## src/rtl/opcode_arbiter.sv

```systemverilog
// rtl/opcode_arbiter.sv - two-requester arbiter for the shared sprite-draw opcode path
// Grants A or B, pulses START, holds SEL until DRAW_DONE or watchdog abort, then ACKs.
module opcode_arbiter #(
  parameter int TIMEOUT = 1023,
  parameter int RR_MODE = 1
) (
  input  logic Clk,
  input  logic Reset,
  input  logic REQ_A,
  input  logic REQ_B,
  input  logic DRAW_DONE,
  input  logic ERR_CLR,
  output logic SEL,
  output logic START,
  output logic BUSY,
  output logic ACK_A,
  output logic ACK_B,
  output logic ERR
);

  localparam int WD_W = $clog2(TIMEOUT + 1);
  localparam logic [WD_W-1:0] WD_LAST = WD_W'(TIMEOUT - 1);

  typedef enum logic [1:0] {
    S_IDLE,
    S_ISSUE,
    S_WAIT,
    S_ACK
  } state_t;

  state_t          state_q;
  logic            sel_q;
  logic            last_gnt_q;
  logic            start_q;
  logic            busy_q;
  logic            ack_a_q;
  logic            ack_b_q;
  logic            err_q;
  logic [WD_W-1:0] wdog_q;
  logic            sel_d;

  // Grant choice, only consumed on the IDLE->ISSUE edge.
  always_comb begin
    sel_d = 1'b0;
    if (REQ_A && REQ_B) begin
      sel_d = (RR_MODE != 0) ? ~last_gnt_q : 1'b0;
    end else if (REQ_B) begin
      sel_d = 1'b1;
    end
  end

  always_ff @(posedge Clk or posedge Reset) begin
    if (Reset) begin
      state_q    <= S_IDLE;
      sel_q      <= 1'b0;
      last_gnt_q <= 1'b1;
      start_q    <= 1'b0;
      busy_q     <= 1'b0;
      ack_a_q    <= 1'b0;
      ack_b_q    <= 1'b0;
      err_q      <= 1'b0;
      wdog_q     <= '0;
    end else begin
      start_q <= 1'b0;
      ack_a_q <= 1'b0;
      ack_b_q <= 1'b0;
      // A watchdog set later in this block overrides the clear.
      if (ERR_CLR) begin
        err_q <= 1'b0;
      end
      case (state_q)
        S_IDLE: begin
          if (REQ_A || REQ_B) begin
            state_q <= S_ISSUE;
            sel_q   <= sel_d;
            start_q <= 1'b1;
            busy_q  <= 1'b1;
          end
        end
        S_ISSUE: begin
          state_q <= S_WAIT;
          wdog_q  <= '0;
        end
        S_WAIT: begin
          if (DRAW_DONE || (wdog_q == WD_LAST)) begin
            state_q <= S_ACK;
            ack_a_q <= ~sel_q;
            ack_b_q <= sel_q;
            if (!DRAW_DONE) begin
              err_q <= 1'b1;
            end
          end else begin
            wdog_q <= wdog_q + 1'b1;
          end
        end
        S_ACK: begin
          state_q    <= S_IDLE;
          busy_q     <= 1'b0;
          last_gnt_q <= sel_q;
        end
        default: begin
          state_q <= S_IDLE;
        end
      endcase
    end
  end

  assign SEL   = sel_q;
  assign START = start_q;
  assign BUSY  = busy_q;
  assign ACK_A = ack_a_q;
  assign ACK_B = ack_b_q;
  assign ERR   = err_q;

endmodule

```

## config.mk

```make
export PLATFORM = sky130hd
export DESIGN_NAME = opcode_arbiter
export DESIGN_NICKNAME = d
export VERILOG_FILES = /design/src/rtl/opcode_arbiter.sv
export SDC_FILE = /design/constraint.sdc
export NUM_CORES = 1
export LEC_CHECK = 0
export ABC_AREA = 1
export ABC_CLOCK_PERIOD_IN_PS = 3200
export BUFFER_PORTS_ARGS = -buffer_cell sky130_fd_sc_hd__buf_2
export CAP_MARGIN = 20
export CELL_PAD_IN_SITES_DETAIL_PLACEMENT = 1
export CELL_PAD_IN_SITES_GLOBAL_PLACEMENT = 2
export CORE_MARGIN = 4
export CORE_UTILIZATION = 36
export CTS_BUF_LIST = sky130_fd_sc_hd__clkbuf_16
export CTS_CLUSTER_DIAMETER = 50
export DETAILED_ROUTE_END_ITERATION = 10
export PLACE_DENSITY = 0.89
export SLEW_MARGIN = 25
export SYNTH_ARGS = -nofsm -noshare
export SYNTH_HDL_FRONTEND = slang
export SYNTH_SLANG_ARGS = --single-unit
```

## constraint.sdc

```tcl
create_clock -name Clk -period 3.2 [get_ports Clk]
set_input_delay 0.48 -clock Clk [delete_from_list [all_inputs] [get_ports Clk]]
set_output_delay 0.48 -clock Clk [all_outputs]
set_load 0.05 [all_outputs]
```

Word level (Yosys, flattened, before mapping)
Index checks and enable logic that the tools add are counted.
Widths: inputs -> output; s select.

cells by class
  mux-type cells = 19
  reductions and logical operators = 10
  equal/unequal tests = 7
  add/subtract/negate cells = 1
  bitwise logic cells = 2

operators with widths
  cell                   number
  $pmux 10 s2            1
  $mux 1                 13
  $add 10x1->10 const B  1
  $eq 10x10->1 const B   1
  $mux 10                1
  $pmux 2 s4             1
  $reduce_and 2->1       4
  $ne 2x2->1 const B     3
  $eq 2x2->1 const B     2
  $mux 2                 2
  $reduce_bool 2->1      2
  $eq 2x1->1 const B     1
  $logic_not 2->1        1
  $logic_or 1x1->1       2
  $not 1->1              2
  $pmux 1 s2             1
  $logic_and 1x1->1      1

storage, ports and cells
  register bits = 19
  input port bits = 6
  output and inout bits = 6

Depth between registers and ports, before layout
  depth in word-level cells = 4
  mapped depth = 9
  mapped depth without buffers = 9

Worst setup path after synthesis
OpenSTA, ideal clock, no wires.

  path kind = register to register
  start point = register state_q[0]
  end point = register wdog_q[2]
  path buffers = 1
  slack = 1.765 ns
  data required time = 3.078 ns
  period minus slack after synthesis = 1.435 ns
  stages on the path, launching flop included = 9
  arrival = 1.312 ns
  cell sequence = dfrtp_1 -> inv_1 -> ha_1 -> inv_1 -> nor2_1 -> nand2_4 -> buf_8 -> nand3_1 -> o21ai_1

on the way
  cells in the longest elaborated chain, start to end = 3

ends and longest elaborated chain
  item                                                              RTL line  source
  from (decl)                                                       31        state_t state_q;
  from (signal assigned)                                            54        state_q <= S_IDLE;
  from (signal assigned)                                            74        state_q <= S_ISSUE;
  from (signal assigned)                                            81        state_q <= S_WAIT;
  $eq 2x2->1 or $eq 2x1->1 (tied branches)                          71        case (state_q)
  $ne 2x2->1 (no source line) or $reduce_bool 2->1 (tied branches)  n/a
  $reduce_and 2->1 (no source line)                                 n/a
  to (signal assigned)                                              93        wdog_q <= wdog_q + 1'b1;
  to (decl)                                                         39        logic [WD_W-1:0] wdog_q;

Several ways; a longest one is shown, not always the timed one.
A chain may end at the register's enable or synchronous reset.

Worst setup path after layout
  start point = register state_q[0]
  end point = register wdog_q[9]

The elaborated chain is that of the path after synthesis.

==> flow_summary.ini <==
[status]
outcome = complete, no violations

[floorplan]
num_rows = 19
die_h_um = 61.9
core_area_mm2 = 0.00276
io_pins = 12
start_util = 0.380
dieArea_mm2 = 0.00384
dieWidth_um = 61.9

[detailed_routing]
via_count = 853
drc = 0
first_pass_iters = 4
drtIter0Drc = 16
routed_wl_um = 2390
drtAntennaViolNets = 0
vias_per_cell = 5.11
wl_per_cell_um = 14.3

[sta]
finalSetupTns_ns = 0
finClkSkew_ns = 0.00162
rsz0062_at_grt = false
layout_min_cycle_time_ns = 1.72
whs_ns = 0.353
fmax_ghz = 0.581
setup_ws_ns = 1.48
tightest_slew_ns = 0.741
slew_viol_final = 0
timing.final.crit_share = 0.538
hold_viol_final = 0
finalSetupViolations = 0
maxSlewHeadroom = 0.505

[power_and_ir_drop]
power_mw = 0.979
powerDensity_mw_per_mm2 = 812
switching_share = 0.411
seqPwrFrac = 0.368
combPwrFrac = 0.374
ir_drop_v = 0.000374
p_leak_nw = 0.591
clockPowerShare = 0.257
switchingPower_mw = 0.403
internal_power_mw = 0.576

[cts]
cts_tree = built
cts_hold_buffers = 0
cts_setup_buffers = 0
cts.path.max_buffers = 2
clk_pin_slew_worst_paths_ns = 0.05
cts_buffers = 3
clock_latency_ns = 0.25
clock_sink_count = 19
htree_levels = 1
clock_tree.root_cell = clkbuf_16
cts-resized-gates = 0

[global_routing]
grt_pass1_wl_um = 4150
grt_pass1_vias = 906
grt_max_degree = 20
grt_overflow_total = 0
grt_usage = 0.149
antenna_found_initial = 0

[synth]
syn_inst = 122
ys_ff_latch = 19
synth_fp_nets = 134
yosysTopAreaCell = dfrtp_1
synth.avg_cell_area_um2 = 8.58
netlist_area_mm2 = 0.00105
yosys-top-cells-area = dfrtp_1, nand2_1, ha_1
ys_seq_area_frac = 0.455
synth_top_area_frac = 0.430
synth_cell_types = 22
ys_warn_count = 0

[finish]
fin_util = 0.437
diodes = 0
n_fill_cell = 348
drive_gt1_frac = 0.169
stdcell_area_mm2 = 0.00120
final_cell_mix = nand2_1, inv_1, dfrtp_1
multi_input_comb_area_um2 = 488
layout_commonest_cell = nand2_1
syn_to_final_growth_pct = 15.1
nets = 149
stdcell_count = 167
seqCellArea_um2 = 477

[setup_path]
worstPathArrival_ns = 1.90
worst_ep_required_time_ns = 3.38
rr_endpoint = wdog_q[9]$_DFFE_PP0P_
worst-setup-path-type = register to register
cp-start-kind = register
critPathCaptureType = register
worstPathMaxFanout = 16
critical_path.startpoint = state_q[0]$_DFFE_PP0P_
r2r_slack_ns = 1.48
reg2reg_from = state_q[0]$_DFFE_PP0P_
reg2reg_depth = 8

[placement]
place_ws_ns = 1.50
post_dp_cell_area_mm2 = 0.00113
hpwl_um = 1820
io_buffers = 11
place_congestion = 0.783
post-place-cells = 163

[min_path]
hp-class = input pin to async pin

[flow_run]
cap_viol_max_count = 0
[how the worst max path moves through the flow]
stage,to,depth (start not counted),slack (ns)
final,wdog_q[9]$_DFFE_PP0P_,8,1.48
after global routing,wdog_q[8]$_DFFE_PP0P_,8,1.30
after detailed placement,wdog_q[8]$_DFFE_PP0P_,8,1.50
after CTS,wdog_q[9]$_DFFE_PP0P_,8,1.46
after floorplan,wdog_q[2]$_DFFE_PP0P_,8,1.77
after global placement,wdog_q[7]$_DFFE_PP0P_,9,1.60
[registers in the layout (all words and copies together) (netlist names)]
| signal | flops |
|---|---|
| ERR | 1 |
| ACK_B | 1 |
| BUSY | 1 |
| state_q | 2 |
| SEL | 1 |
| wdog_q | 10 |
| ACK_A | 1 |
| last_gnt_q | 1 |
| START | 1 |
[power groups by stage]
stage	sequential, mW	clock [mW]	combinational [mW]
6_report	0.361	0.252	0.366
5_1_grt	0.369	0.268	0.415
2_1_floorplan	0.434	0	0.210
3_3_place_gp	0.358	0	0.352
4_1_cts	0.361	0.261	0.374
3_5_place_dp	0.365	0	0.369
[synth_stat cells]
master / count
nand4_1: 5
o22ai_1: 1
xnor2_1: 1
xor2_1: 3
buf_8: 1
a21oi_1: 3
nor2_4: 2
nand2_4: 1
nand2_2: 3
inv_1: 18
a22oi_1: 1
o21ai_1: 5
o21ai_0: 5
ha_1: 6
nor2_1: 9
nand2_1: 21
dfrtp_1: 18
nand3_1: 14
nand3_2: 2
o21bai_1: 1
nor3_1: 1
dfstp_2: 1
[routing by layer]
metal / GRT usage / vias up / share of wire
met5: 0 / - / 0
met4: 0.0606 / 0 / 0.013
met3: 0.0269 / 4 / 0.026
met2: 0.250 / 6 / 0.50
met1: 0.189 / 420 / 0.46
li1: - / 423 / -
[final cells by class]
type,count,area share
Clock inverter,1,0.00312
Sequential cell,19,0.396
Timing Repair Buffer,11,0.0457
Clock buffer,3,0.0623
Multi-Input combinational cell,84,0.405
Tap cell,31,0.0322
Inverter,18,0.0561
[worst max-delay path, cell delays in order (launching register included)]
cell	delay, ns
dfrtp_1	0.40
inv_1	0.11
ha_1	0.25
inv_1	0.11
nor2_1	0.24
nand2_4	0.18
nand2_2	0.15
nand4_1	0.11
nand2_1	0.10
[cell families (layout without fill, tap and decap cells)]
kind of cell	after synthesis	in the layout	share of synthesized area
AND/OR/NAND/NOR	58	58	0.278
adder cells (fa/ha/maj)	6	6	0.0717
XOR/XNOR	4	4	0.0335
buffers and inverters	19	33	0.0788
flip-flops	19	19	0.455
AO/OA/AOI/OAI	16	16	0.0824
Note: power is estimated with default switching activity, not from simulation.
